<file path="src/rtl/mdu_iterative.sv">
// Iterative 32-bit multiply/divide unit with HI/LO registers (MULT/MULTU/DIV/DIVU, MTHI/MTLO).
// Optional macro MDU_EARLY_OUT_EN: zero-operand multiplies and divide-by-zero finish after one cycle.
module mdu_iterative #(
  parameter int ITER = 32
) (
  input  logic        clk,
  input  logic        rst,
  input  logic        start,
  input  logic [2:0]  op,
  input  logic [31:0] a,
  input  logic [31:0] b,
  output logic        busy,
  output logic        done,
  output logic [31:0] hi,
  output logic [31:0] lo
);

  localparam int CW = $clog2(ITER);

  typedef enum logic [1:0] {IDLE, CALC, FINISH} state_t;

  state_t        state_q, state_d;
  logic [CW-1:0] cnt_q, cnt_d;
  logic [63:0]   prod_q, prod_d;
  logic [31:0]   opnd_q, opnd_d;
  logic [31:0]   a_raw_q, a_raw_d;
  logic          is_div_q, is_div_d;
  logic          neg_q, neg_d;
  logic          sign_a_q, sign_a_d;
  logic          div0_q, div0_d;
  logic [31:0]   hi_q, hi_d;
  logic [31:0]   lo_q, lo_d;
  logic          done_q, done_d;

  logic          op_signed;
  logic [31:0]   a_mag, b_mag;
  logic [32:0]   add_sum;
  logic [63:0]   mult_next;
  logic [32:0]   rem_sh;
  logic          rem_ge;
  logic [31:0]   rem_sub;
  logic [63:0]   div_next;
  logic [63:0]   prod_neg;

  // Magnitudes are taken as unsigned, so -2^31 maps cleanly onto 32'h8000_0000.
  assign op_signed = ~op[0];
  assign a_mag     = (op_signed && a[31]) ? -a : a;
  assign b_mag     = (op_signed && b[31]) ? -b : b;

  // Multiply: prod holds {partial sum, remaining multiplier bits}.
  assign add_sum   = {1'b0, prod_q[63:32]} + (prod_q[0] ? {1'b0, opnd_q} : 33'd0);
  assign mult_next = {add_sum, prod_q[31:1]};

  // Divide: prod holds {remainder, dividend/quotient}; shifted remainder can be 33 bits wide.
  assign rem_sh    = prod_q[63:31];
  assign rem_ge    = rem_sh >= {1'b0, opnd_q};
  assign rem_sub   = prod_q[62:31] - opnd_q;
  assign div_next  = rem_ge ? {rem_sub, prod_q[30:0], 1'b1} : {prod_q[62:0], 1'b0};

  assign prod_neg  = -prod_q;

  always_comb begin
    state_d  = state_q;
    cnt_d    = cnt_q;
    prod_d   = prod_q;
    opnd_d   = opnd_q;
    a_raw_d  = a_raw_q;
    is_div_d = is_div_q;
    neg_d    = neg_q;
    sign_a_d = sign_a_q;
    div0_d   = div0_q;
    hi_d     = hi_q;
    lo_d     = lo_q;
    done_d   = 1'b0;

    case (state_q)
      IDLE: begin
        if (start && !op[2]) begin
          state_d  = CALC;
          cnt_d    = '0;
          is_div_d = op[1];
          sign_a_d = op_signed & a[31];
          neg_d    = op_signed & (a[31] ^ b[31]);
          a_raw_d  = a;
          div0_d   = op[1] & (b == 32'd0);
          if (op[1]) begin
            prod_d = {32'd0, a_mag};
            opnd_d = b_mag;
          end else begin
            prod_d = {32'd0, b_mag};
            opnd_d = a_mag;
          end
`ifdef MDU_EARLY_OUT_EN
          if (op[1] ? (b == 32'd0) : (a == 32'd0 || b == 32'd0)) begin
            state_d = FINISH;
            if (!op[1]) prod_d = 64'd0;
          end
`else
`endif
        end else if (start && op[2] && !op[1]) begin
          if (op[0]) lo_d = a;
          else       hi_d = a;
        end
      end

      CALC: begin
        prod_d = is_div_q ? div_next : mult_next;
        cnt_d  = cnt_q + CW'(1);
        if (cnt_q == CW'(ITER - 1)) state_d = FINISH;
      end

      FINISH: begin
        state_d = IDLE;
        done_d  = 1'b1;
        if (is_div_q) begin
          if (div0_q) begin
            hi_d = a_raw_q;
            lo_d = 32'hFFFF_FFFF;
          end else begin
            lo_d = neg_q    ? -prod_q[31:0]  : prod_q[31:0];
            hi_d = sign_a_q ? -prod_q[63:32] : prod_q[63:32];
          end
        end else begin
          {hi_d, lo_d} = neg_q ? prod_neg : prod_q;
        end
      end

      default: state_d = IDLE;
    endcase
  end

  always_ff @(posedge clk or posedge rst) begin
    if (rst) begin
      state_q  <= IDLE;
      cnt_q    <= '0;
      prod_q   <= '0;
      opnd_q   <= '0;
      a_raw_q  <= '0;
      is_div_q <= 1'b0;
      neg_q    <= 1'b0;
      sign_a_q <= 1'b0;
      div0_q   <= 1'b0;
      hi_q     <= '0;
      lo_q     <= '0;
      done_q   <= 1'b0;
    end else begin
      state_q  <= state_d;
      cnt_q    <= cnt_d;
      prod_q   <= prod_d;
      opnd_q   <= opnd_d;
      a_raw_q  <= a_raw_d;
      is_div_q <= is_div_d;
      neg_q    <= neg_d;
      sign_a_q <= sign_a_d;
      div0_q   <= div0_d;
      hi_q     <= hi_d;
      lo_q     <= lo_d;
      done_q   <= done_d;
    end
  end

  assign busy = (state_q != IDLE);
  assign done = done_q;
  assign hi   = hi_q;
  assign lo   = lo_q;

endmodule

</file>
<file path="config.mk">
export PLATFORM = sky130hd
export DESIGN_NAME = mdu_iterative
export DESIGN_NICKNAME = d
export VERILOG_FILES = /design/src/rtl/mdu_iterative.sv
export SDC_FILE = /design/constraint.sdc
export NUM_CORES = 1
export LEC_CHECK = 0
export CAP_MARGIN = 40
export CELL_PAD_IN_SITES_DETAIL_PLACEMENT = 0
export CELL_PAD_IN_SITES_GLOBAL_PLACEMENT = 1
export CORE_MARGIN = 2
export CORE_UTILIZATION = 45
export DETAILED_ROUTE_END_ITERATION = 6
export PLACE_DENSITY = 0.9
export SLEW_MARGIN = 20
export SYNTH_ARGS = -nofsm -noshare
export SYNTH_HDL_FRONTEND = slang
export SYNTH_SLANG_ARGS = --single-unit
</file>
<file path="constraint.sdc">
create_clock -name clk -period 7.61 [get_ports clk]
set_input_delay 1.522 -clock clk [delete_from_list [all_inputs] [get_ports clk]]
set_output_delay 1.522 -clock clk [all_outputs]
set_load 0.1 [all_outputs]
</file>
=== Word-level counts from Yosys, hierarchy flattened ===
Cells that the tools add are included.

* Flip-flop bits (word level): 204
* Input bits: 70
* Word-level logic and storage cells: 82

* Add/subtract/negate cells: 8
* $lt $le $gt $ge: 1
* Equal/unequal tests: 9
* Mux-type cells: 30
* Bitwise gates (word level): 5
* Reduce and logical (&&, ||, !) cells: 17

{| class="wikitable"
|+ Operators by type and width
! operator !! count
|-
| $mux 32 || 17
|-
| $mux 64 || 4
|-
| $neg 32->32 || 4
|-
| $pmux 32 s2 || 2
|-
| $pmux 64 s2 || 1
|-
| $neg 64->64 || 1
|-
| $add 32x32->33 || 1
|-
| $ge 33x32->1 || 1
|-
| $logic_not 32->1 || 1
|-
| $sub 32x32->32 || 1
|-
| $ne 2x2->1 const B || 6
|-
| $pmux 5 s2 || 1
|-
| $reduce_and 4->1 || 2
|-
| $reduce_and 2->1 || 3
|-
| $reduce_bool 2->1 || 3
|-
| $add 5x1->5 const B || 1
|-
| $eq 5x5->1 const B || 1
|-
| $logic_and 1x1->1 || 5
|-
| $mux 5 || 1
|-
| $mux 2 || 2
|-
| $pmux 2 s2 || 1
|-
| $and 1x1->1 || 3
|-
| $eq 2x1->1 const B || 1
|-
| $eq 2x2->1 const B || 1
|-
| other kinds (5) || 6
|}

=== Logic depth before layout (Yosys ltp) ===
Gate-level depths: netlist of run 1.

* Depth after elaboration: 6
* Mapped depth: 16
* Gate-level depth less buffers: 14

=== Least setup slack after synthesis of run 1 ===
Ideal clock, no wire load.

* Kind: input to register
* From: input port a[11]
* To: register prod_q[25]
* Setup time: 0.139 ns
* Arrival time: 3.953 ns
* Slack: 3.519 ns
* Stages on the path: 11
* Cells stage by stage: buf_6 > or4_4 > or3_4 > or3_1 > buf_2 > or3_4 > o31ai_4 > xor2_1 > nand2_1 > o211ai_2 > a22oi_1

* Word-level cells in the longest chain between the ends: 5

{| class="wikitable"
|+ Ends and longest elaborated chain
! item !! line !! source
|-
| start, declared || 10 || <nowiki>input logic [31:0] a,</nowiki>
|-
| $neg 32->32 || 47 || <nowiki>assign a_mag = (op_signed && a[31]) ? -a : a;</nowiki>
|-
| $mux 32 || 47 ||
|-
| $mux 32 || 86 || <nowiki>if (op[1]) begin</nowiki>
|-
| $mux 64 || 78 || <nowiki>if (start && !op[2]) begin</nowiki>
|-
| $pmux 64 s2 || 76 || <nowiki>case (state_q)</nowiki>
|-
| end signal, assigned || 149 || <nowiki>prod_q <= prod_d;</nowiki>
|-
| end, declared || 24 || <nowiki>logic [63:0] prod_q, prod_d;</nowiki>
|}

Every way passes these cells. The select of a mux whose other input is x is not followed.
A chain may end at the register's enable or synchronous reset.

=== Worst setup path in the final report of run 1 ===
* From: register prod_q[0]
* To: register prod_q[62]

* Word-level cells in the longest chain between the ends: 4

{| class="wikitable"
|+ Ends and longest elaborated chain
! item !! line !! source
|-
| $mux 32 || 51 || <nowiki>assign add_sum = {1'b0, prod_q[63:32]} + (prod_q[0] ? {1'b0, opnd_q} : 33'd0);</nowiki>
|-
| $add 32x32->33 || 51 ||
|-
| $mux 64 || 107 || <nowiki>prod_d = is_div_q ? div_next : mult_next;</nowiki>
|-
| $pmux 64 s2 || 76 ||
|}

Every way passes these cells.

==> results.sh, run 1 <==
export IMPL_run_status="finished clean"
export IMPL_finalWorstSetupSlack_ns=3.18
export IMPL_post_cts_setup_buffer_count=0
export IMPL_ys_async_sr_fraction_pct=100
export IMPL_n_antenna_cell=0
export IMPL_io_pins=136
export IMPL_cp_arrival_ns=4.89
export IMPL_cellPowerDensity_nw_per_um2=535
export IMPL_ctsResizeCount=0
export IMPL_cts_buffers=25
export IMPL_p_leak_nw=8.45
export IMPL_synthXorXnorAreaFrac_pct=9.54
export IMPL_end_kind="flip-flop"
export IMPL_wl_mm=63.8
export IMPL_cts_hold_buf=0
export IMPL_grt_total_usage_pct=32.2
export IMPL_finalSetupTns_ns=0
export IMPL_clkSlewWorstSetupHoldPaths_ns=0.06
export IMPL_portBuffers=135
export IMPL_htreeDepth=1
export IMPL_hold_path_class="flip-flop to flip-flop"
export IMPL_synth_simple_gate_area_share_pct=19.1
export IMPL_timing_rr_start="prod_q[0]"
export IMPL_max_slew_margin_rel_pct=44.7
export IMPL_row_count=70
export IMPL_clock_sinks=204
export IMPL_die_area_sq_um=38900
export IMPL_yosys_warnings=0
export IMPL_drtPass1Iterations=6
export IMPL_timing_final_crit_share_pct=58.2
export IMPL_syn_num_nets=2293
export IMPL_rsz0062_at_grt="false"
export IMPL_cts_path_max_buffers=3
export IMPL_setup_viol=0
export IMPL_seq_area_frac_synth_pct=30.4
export IMPL_post_drt_wl_per_cell_microns=23.3
export IMPL_clockRootBuffer="clkbuf_16"
export IMPL_cp_startpoint="prod_q[0]"
export IMPL_antenna_found_initial=0
export IMPL_gp_congestion=0.959
export IMPL_critical_path_required_ns=8.07
export IMPL_clkLatencyLatePin_ns=0.56
export IMPL_final_cell_mix="nand2_1 (339), o21ai_0 (218), dfrtp_1 (203), nor2_1 (164), a21oi_1 (146)"
export IMPL_synthFlopType="dfrtp_1"
export IMPL_holdCritStartpoint="a_raw_q[2]"
export IMPL_synth_compound_area_share_pct=26.2
export IMPL_hold_viol=0
export IMPL_cap_violations=0
export IMPL_drive_above_1_share_pct=8.32
export IMPL_viasPerCell=6.35
export IMPL_die_w_microns=197
export IMPL_ys_types=72
export IMPL_peakVddDrop_mv=0.215
export IMPL_tightest_slew_ns=0.829
export IMPL_critPathKind="flip-flop to flip-flop"
export IMPL_fmax_ghz=0.226
export IMPL_fillers=3307
export IMPL_grt_ovfl_total=0
export IMPL_synth_top_family_by_area="compound AO/OA/AOI/OAI gates"
export IMPL_post_dp_hpwl_mm=48.0
export IMPL_crit_fanout=30
export IMPL_synth_area_per_cell_sq_um=7.81
export IMPL_drv_slew=0
export IMPL_syn_area_sq_um=16800
export IMPL_syn_to_final_growth_pct=21.8
export IMPL_grt_pass1_vias=16300
export IMPL_core_sq_um=36700
export IMPL_skew_ns=0.0133
export IMPL_synth_edf_count=0
export IMPL_cp_start_kind="flip-flop"
export IMPL_synth_mux_area_share_pct=4.08
export IMPL_grt_max_degree=89
export IMPL_p_total_mw=10.9
export IMPL_dp_slack_ns=2.75
export IMPL_fin_nets=2395
export IMPL_final_common_cell="nand2_1"
export IMPL_ys_ff_latch=204
export IMPL_vias=17400
export IMPL_final_cell_count_no_fill=2739
export IMPL_synth_fa_ha_area_share_pct=5.45
export IMPL_min_period_ns=4.43
export IMPL_syn_inst=2151
export IMPL_drc_errors=0
export IMPL_start_util_pct=45.8
export IMPL_die_h_microns=197
export IMPL_cts_tree="yes"
export IMPL_dp_cells=2694
export IMPL_drt_iter0_drc=2122
export IMPL_ant_nets=0
export IMPL_grt_pass1_wl_mm=96.6
## path summary, 6_finish.rpt
| path | end | cells past startpoint | slack [ns] |
|---|---|---|---|
| max in group asynchronous | is_div_q | 3 | 4.87 |
| worst max register to register | prod_q[62] | 15 | 3.18 |
| min in group asynchronous | lo[16] | 2 | 1.46 |
| worst min-delay path | a_raw_q[2] | 2 | 0.47 |
| worst min register to register | a_raw_q[2] | 2 | 0.47 |
| worst max-delay path | prod_q[62] | 15 | 3.18 |
## synthesized netlist by cell type, types with 9 or more instances
cell type	n	area, sq um
o31ai_1	20	150
buf_2	10	50.1
nor4_1	17	106
a22oi_1	10	75.1
buf_1	13	48.8
nand4_1	13	81.3
a21oi_1	147	736
xor2_1	105	920
mux2_2	12	135
or3_1	21	131
a222oi_1	15	150
a211oi_1	60	450
nor2_1	168	631
a31oi_1	12	75.1
dfrtp_1	204	5100
nand2b_1	15	93.8
xnor2_1	78	683
nand2_1	339	1270
and3_1	16	100
o21ai_1	9	45.0
inv_1	71	267
ha_1	70	876
o21ai_0	218	1090
o41ai_1	13	114
o211ai_1	23	173
o21a_1	12	90.1
a21o_1	36	270
nor3_1	27	135
nand3_1	37	185
o21bai_1	9	67.6
a32oi_1	31	272
clkbuf_1	127	477
mux2i_1	55	551
nor2b_1	14	87.6
## final cells by class
type                    instances  area (sq um)  area share (%)
flip-flops and latches        204          5110            25.0
clock inverters                18           241            1.18
inverters                      71           274            1.34
multi-input cells            1724         10900            53.1
repair buffers                227          2720            13.3
well taps                     468           586            2.86
clock buffers                  27           653            3.19
## state kept, by name, indices dropped and copies added, names as in the netlist
register  count
done          1
prod_q       64
hi           32
neg_q         1
is_div_q      1
a_raw_q      32
opnd_q       32
state_q       2
lo           32
sign_a_q      1
div0_q        1
cnt_q         5
## per-stage QoR
step                      util, %  hold slack (ns)  instance area, sq um
final                        55.7            0.474                 20400
after global routing         55.7            0.497                 20400
after CTS                    55.7            0.472                 20400
after detailed placement     53.3            0.458                 19600
after global placement       49.9            0.454                 18300
after floorplan                 -            0.440                 16800
## power by group
| part | switching, mW | internal [mW] |
|---|---|---|
| Sequential | 0.779 | 1.60 |
| Clock | 0.527 | 0.794 |
| Combinational | 4.35 | 2.89 |
| Total | 5.66 | 5.28 |
## kinds of logic (layout without fill, tap and decap cells)
logic type                 count (synthesis)  after routing
xor gates and xnor gates                 183            183
and+or+nand+nor                          713            713
buffers and inverters                    223            343
AOI/OAI and AO/OA                        689            689
DFF                                      204            204
adders and majority gates                 72             72
muxes                                     67             67
## per-layer routing
| metal | routed length, microns | vias up | track usage (%) | share of wire (%) |
|---|---|---|---|---|
| li1 | - | 7946 | - | - |
| met3 | 5250 | 157 | 4.40 | 8.2 |
| met1 | 26900 | 8412 | 44.5 | 42 |
| met4 | 3260 | 0 | 15.2 | 5.1 |
| met2 | 28400 | 865 | 49.9 | 44 |
| met5 | 0 | - | 0 | 0 |
## critical path, cell delays in order, from the launching register on
cell and delay, ns:
dfrtp_1 0.52, inv_1 0.22, buf_4 0.38, nor2_1 0.10, ha_1 0.35, and3_1 0.26
and3_1 0.23, o211ai_1 0.26, a2111oi_0 0.21, buf_1 0.18, nor3_1 0.35, o21ai_0 0.24
a221oi_1 0.52, xnor2_1 0.18, o21ai_0 0.08, o21ai_0 0.20
Power figures use the tool's default switching activity.
==> run 2: changes to the inputs <==
- clock period: 7.61 -> 4.3 ns (I/O delays scaled with it)
==> run 2 against run 1 <==
  * The flow now finishes with violations (DRC)
  * Register-to-register slack got worse by 2.8 ns
  * Combinational power rose by 89%
  * Sequential share of layout area fell by 0.67 points
  * Critical path type unchanged
  * Clock power grew 71%
  * Setup slack worse by 2.8 ns
  * Total power grew 81%
  * Cell count increased by 2.7%
  * Largest cell class unchanged
  * Clock-buffer cell count is 4 higher
  * Maximum frequency rose by 12%
  * Routed wire length grew 5.2%
==> results.sh, run 2 (same netlist as run 1, synthesis figures left out) <==
export IMPL_htreeDepth=1
export IMPL_min_period_ns=3.96
export IMPL_fin_area_sq_um=21000
export IMPL_antenna_found_initial=1
export IMPL_post_dp_hpwl_mm=51.6
export IMPL_fin_nets=2470
export IMPL_crit_slowest_cell="a2111oi_0"
export IMPL_drive_above_1_share_pct=11.1
export IMPL_core_sq_um=36700
export IMPL_post_cts_setup_buffer_count=0
export IMPL_grt_ovfl_total=0
export IMPL_peakVddDrop_mv=0.409
export IMPL_die_h_microns=197
export IMPL_seqPwrFrac_pct=19.3
export IMPL_critical_path_required_ns=4.73
export IMPL_viasPerCell=6.35
export IMPL_ant_nets=0
export IMPL_clkLatencyLatePin_ns=0.55
export IMPL_syn_to_final_growth_pct=25.1
export IMPL_switching_share_pct=51.5
export IMPL_grt_pass1_vias=16800
export IMPL_drtPass1Iterations=7
export IMPL_die_w_microns=197
export IMPL_ctsResizeCount=0
export IMPL_cpPeakStageDelay_ns=0.72
export IMPL_skew_ns=0.0143
export IMPL_cap_violations=0
export IMPL_p_int_mw=9.58
export IMPL_top_register="prod_q"
export IMPL_final_util_pct=57.2
export IMPL_max_slew_margin_rel_pct=46.4
export IMPL_clock_sinks=204
export IMPL_cts_hold_buf=0
export IMPL_pwr_share_comb_pct=69.2
export IMPL_die_area_sq_um=38900
export IMPL_fillers=3244
export IMPL_gp_congestion=1.00
export IMPL_portBuffers=135
export IMPL_grt_max_degree=76
export IMPL_violations="DRC"
export IMPL_end_kind="flip-flop"
export IMPL_vias=17900
export IMPL_row_count=70
export IMPL_rsz0062_at_grt="false"
export IMPL_cp_arrival_ns=4.38
export IMPL_grt_pass1_wl_mm=101
export IMPL_run_status="complete, but fails checks"
export IMPL_final_cell_mix="nand2_1 (339), o21ai_0 (218), dfrtp_1 (203), nor2_1 (166), a21oi_1 (146)"
export IMPL_drc_errors=1
export IMPL_p_clk_share_pct=11.5
export IMPL_post_drt_wl_per_cell_microns=23.9
export IMPL_cts_path_max_buffers=3
export IMPL_cp_start_kind="flip-flop"
export IMPL_clockRootBuffer="clkbuf_16"
export IMPL_crit_fanout=21
export IMPL_setup_viol=0
export IMPL_cts_buffers=26
export IMPL_timing_final_crit_share_pct=92.0
export IMPL_switchingPower_mw=10.2
export IMPL_p_leak_nw=8.80
export IMPL_start_util_pct=45.8
export IMPL_finalSetupTns_ns=0
export IMPL_hold_viol=0
export IMPL_grt_total_usage_pct=34.1
export IMPL_finalWorstSetupSlack_ns=0.344
export IMPL_cts_tree="yes"
export IMPL_drv_slew=0
export IMPL_dp_slack_ns=0.253
export IMPL_placed_area_sq_um=20100
export IMPL_final_common_cell="nand2_1"
export IMPL_n_antenna_cell=0
export IMPL_wl_mm=67.1
export IMPL_cp_common_cell="o21ai_0"
export IMPL_path_cells="inv_1, buf_12, nor2_1, ha_1, and3_1, nand4_1, a2111oi_0, nor3_1, o21ai_0, a221oi_1, xnor2_1, o21ai_0, o21ai_0"
export IMPL_critPathKind="flip-flop to flip-flop"
export IMPL_cellPowerDensity_nw_per_um2=941
export IMPL_hold_path_class="flip-flop to flip-flop"
export IMPL_largest_register_ffs=64
export IMPL_io_pins=136
export IMPL_clkSlewWorstSetupHoldPaths_ns=0.06
export IMPL_tightest_slew_ns=0.783
export IMPL_drt_iter0_drc=2008
export IMPL_fmax_ghz=0.253
[run 2: cell type report]
class | instances | area, sq um | share of cell area, %
clock buffer | 31 | 699 | 3.33
sequential | 204 | 5110 | 24.3
tap | 468 | 586 | 2.79
clock inverter | 14 | 170 | 0.810
inverter | 71 | 270 | 1.29
multi-input combinational | 1724 | 10900 | 51.7
timing repair buffer | 301 | 3310 | 15.8
[run 2: final timing paths]
| check | endpoint | startpoint | slack, ns | depth (start not counted) |
|---|---|---|---|---|
| worst min register to register | a_raw_q[2] | a_raw_q[2] | 0.47 | 2 |
| worst max register to register | prod_q[62] | prod_q[0] | 0.34 | 13 |
| max in group asynchronous | a_raw_q[19] | rst | 2.86 | 4 |
| worst min-delay path | a_raw_q[2] | a_raw_q[2] | 0.47 | 2 |
| worst max-delay path | prod_q[62] | prod_q[0] | 0.34 | 13 |
| min in group asynchronous | lo[1] | rst | 0.64 | 2 |
[run 2: stage by stage]
| step | hold WS (ns) | std cells | total power [mW] |
|---|---|---|---|
| floorplan | 0.440 | 2151 | 12.7 |
| global placement | 0.454 | 2697 | 16.0 |
| finish | 0.474 | 2813 | 19.8 |
| CTS | 0.473 | 2813 | 19.6 |
| global route | 0.489 | 2813 | 20.9 |
| detailed placement | 0.459 | 2768 | 17.2 |
[run 2: worst max-delay path, delay by kind of cell, from the launching register on]
family	cells	cell delay (ns)
fa+ha+maj	1	0.39
xor+xnor	1	0.16
simple gates	4	0.65
buf+inv	2	0.68
compound gates	5	1.58
flops	1	0.38
[run 2: per-layer routing]
metal / GRT usage [%] / routed length (microns) / up-vias
met1: 45.6 / 27200 / 8617
met4: 16.4 / 3720 / 0
met5: 0 / 0 / -
met2: 53.1 / 29400 / 999
li1: - / - / 8089
met3: 6.66 / 6720 / 156
[run 2: power groups by stage]
stage               sequential (mW)  clock [mW]  combinational [mW]
floorplan                      5.35           0                7.31
global placement               3.77           0                12.2
detailed placement             3.79           0                13.5
CTS                            3.77        2.27                13.5
global route                   3.90        2.35                14.7
finish                         3.82        2.26                13.7
==> run 3: changes to the inputs <==
- GPL_TIMING_DRIVEN: unset -> 0
==> run 3 against run 2 <==
  * The flow still finishes with violations (DRC)
  * Clock-buffer cell count up 3
  * Core utilization down 0.57 points
  * Setup slack worse by 0.14 ns
  * Clock skew up 0.0034 ns
  * First-iteration DRC count up 1.1%
  * Non-clock buffer count up 53
  * Via count up 1.3%
  * Worst hold slack better by 0.0047 ns
  * Sequential power about the same
  * Critical endpoint is now prod_q[0]
  * Largest cell class unchanged
==> results.sh, run 3 (same netlist as run 1, synthesis figures left out) <==
export IMPL_run_status="complete, but fails checks"
export IMPL_violations="DRC"
export IMPL_grt_pass1_vias=17000
export IMPL_n_antenna_cell=0
export IMPL_cts_tree="yes"
export IMPL_r2r_cells=11
export IMPL_rsz0062_at_grt="false"
export IMPL_cp_top_family="compound AO/OA/AOI/OAI gates"
export IMPL_max_slew_margin_rel_pct=36.6
export IMPL_grt_pass1_wl_mm=106
export IMPL_grt_max_degree=36
export IMPL_clkLatencyLatePin_ns=0.56
export IMPL_final_common_cell="nand2_1"
export IMPL_cp_depth=11
export IMPL_crit_path_end="prod_q[0]"
export IMPL_vias=18100
export IMPL_cap_violations=0
export IMPL_min_period_ns=4.09
export IMPL_clockRootBuffer="clkbuf_16"
export IMPL_crit_fanout=10
export IMPL_gp_congestion=0.997
export IMPL_htreeDepth=1
export IMPL_hold_path_class="flip-flop to flip-flop"
export IMPL_clock_sinks=204
export IMPL_cp_common_cell="o21ai_0"
export IMPL_setup_viol=0
export IMPL_drt_iter0_drc=2031
export IMPL_drc_errors=6
export IMPL_path_buf_inv=1
export IMPL_fmax_ghz=0.244
export IMPL_hold_viol=0
export IMPL_top_register="prod_q"
export IMPL_timing_final_crit_share_pct=95.2
export IMPL_rrSetupSlack_ns=0.21
export IMPL_end_kind="flip-flop"
export IMPL_cts_hold_buf=0
export IMPL_cp_startpoint="prod_q[45]"
export IMPL_cellPowerDensity_nw_per_um2=955
export IMPL_path_cells="ha_1, a211oi_1, o21bai_1, o21ai_0, a31oi_1, a41oi_1, o21ai_1, clkbuf_1, nand2_1, a21boi_0, o21ai_0"
export IMPL_post_dp_hpwl_mm=56.9
export IMPL_critical_path_required_ns=4.76
export IMPL_wl_mm=71.8
export IMPL_start_util_pct=45.8
export IMPL_portBuffers=124
export IMPL_skew_ns=0.0178
export IMPL_cp_arrival_ns=4.55
export IMPL_critPathKind="flip-flop to flip-flop"
export IMPL_cp_start_kind="flip-flop"
export IMPL_p_leak_nw=8.53
export IMPL_r2r_end="prod_q[0]"
export IMPL_holdWs_ns=0.479
export IMPL_final_cell_mix="nand2_1 (339), o21ai_0 (217), dfrtp_1 (204), nor2_1 (168), a21oi_1 (146)"
export IMPL_finalSetupTns_ns=0
export IMPL_cts_buffers=25
export IMPL_syn_to_final_growth_pct=23.9
export IMPL_placed_area_sq_um=19900
export IMPL_drtPass1Iterations=7
export IMPL_drive_above_1_share_pct=7.68
export IMPL_die_w_microns=197
export IMPL_largest_register_ffs=64
export IMPL_clkSlewWorstSetupHoldPaths_ns=0.07
export IMPL_grt_total_usage_pct=36.2
export IMPL_crit_slowest_cell="clkbuf_1"
export IMPL_drv_slew=0
export IMPL_tightest_slew_ns=0.951
export IMPL_antenna_found_initial=1
export IMPL_timing_rr_start="prod_q[45]"
export IMPL_fin_nets=2522
export IMPL_io_pins=136
export IMPL_final_util_pct=56.7
export IMPL_peakVddDrop_mv=0.449
export IMPL_ant_nets=0
export IMPL_viasPerCell=6.31
export IMPL_fin_area_sq_um=20800
export IMPL_grt_ovfl_total=0
export IMPL_die_h_microns=197
export IMPL_post_drt_wl_per_cell_microns=25.1
export IMPL_die_area_sq_um=38900
export IMPL_cpPeakStageDelay_ns=0.62
export IMPL_row_count=70
export IMPL_core_sq_um=36700
export IMPL_cts_path_max_buffers=3
-- run 3: cell types whose count changed in the layout (fill, tap and decap cells not counted), moves of 3 or more --
cell             delta
clkinvlp_4          -3
clkbuf_1          +125
buf_6               +7
buf_1              +13
clkdlybuf4s50_1    -10
buf_4              -88
buf_2              +10
-- run 3: area by class of cell --
class | instances | area (sq um)
sequential | 204 | 5100
clock buffer | 34 | 709
tap | 468 | 586
buffer | 150 | 593
fill | 3356 | 15900
multi-input combinational | 1724 | 10900
clock inverter | 10 | 158
timing repair buffer | 204 | 2520
inverter | 71 | 274
-- run 3: tightest hold or removal path, cell delays in order (launching register included) --
cell and delay, ns:
dfrtp_1 0.34, nand2_1 0.05, nand2_1 0.06
-- run 3: worst min path at each step --
stage / endpoint / slack [ns] / cells after the start / startpoint
after CTS: a_raw_q[7] / 0.47 / 2 / a_raw_q[7]
after global routing: a_raw_q[28] / 0.50 / 2 / a_raw_q[28]
after global placement: a_raw_q[10] / 0.45 / 2 / a_raw_q[10]
final: a_raw_q[7] / 0.48 / 2 / a_raw_q[7]
after detailed placement: a_raw_q[7] / 0.46 / 2 / a_raw_q[7]
after floorplan: a_raw_q[30] / 0.44 / 2 / a_raw_q[30]
-- run 3: metrics by stage --
| step | total power [mW] | instances | setup WS, ns |
|---|---|---|---|
| final | 19.9 | 2865 | 0.207 |
| after floorplan | 12.7 | 2151 | 0.796 |
| after global placement | 16.0 | 2743 | -0.944 |
| after detailed placement | 17.2 | 2820 | -0.562 |
| after CTS | 19.6 | 2863 | -0.0232 |
| after global routing | 21.0 | 2865 | 0.0114 |
-- run 3: layer usage --
layer	GRT usage, %	wire [microns]
met5	0	0
met4	14.4	3340
met3	5.21	6720
met2	56.2	31200
met1	50.8	30600
-- run 3: timing repair --
item,in CTS,in global routing
setup endpoints to repair,9,15
pin swaps,0,1
buffers inserted,0,2
endpoints found under the hold margin,0,0
gates resized for setup,6,5
-- run 3: report_power, final --
group          switching (mW)  total [mW]  internal [mW]
combinational            8.55        13.7           5.19
clock                   0.901        2.29           1.39
sequential               1.00        3.83           2.83
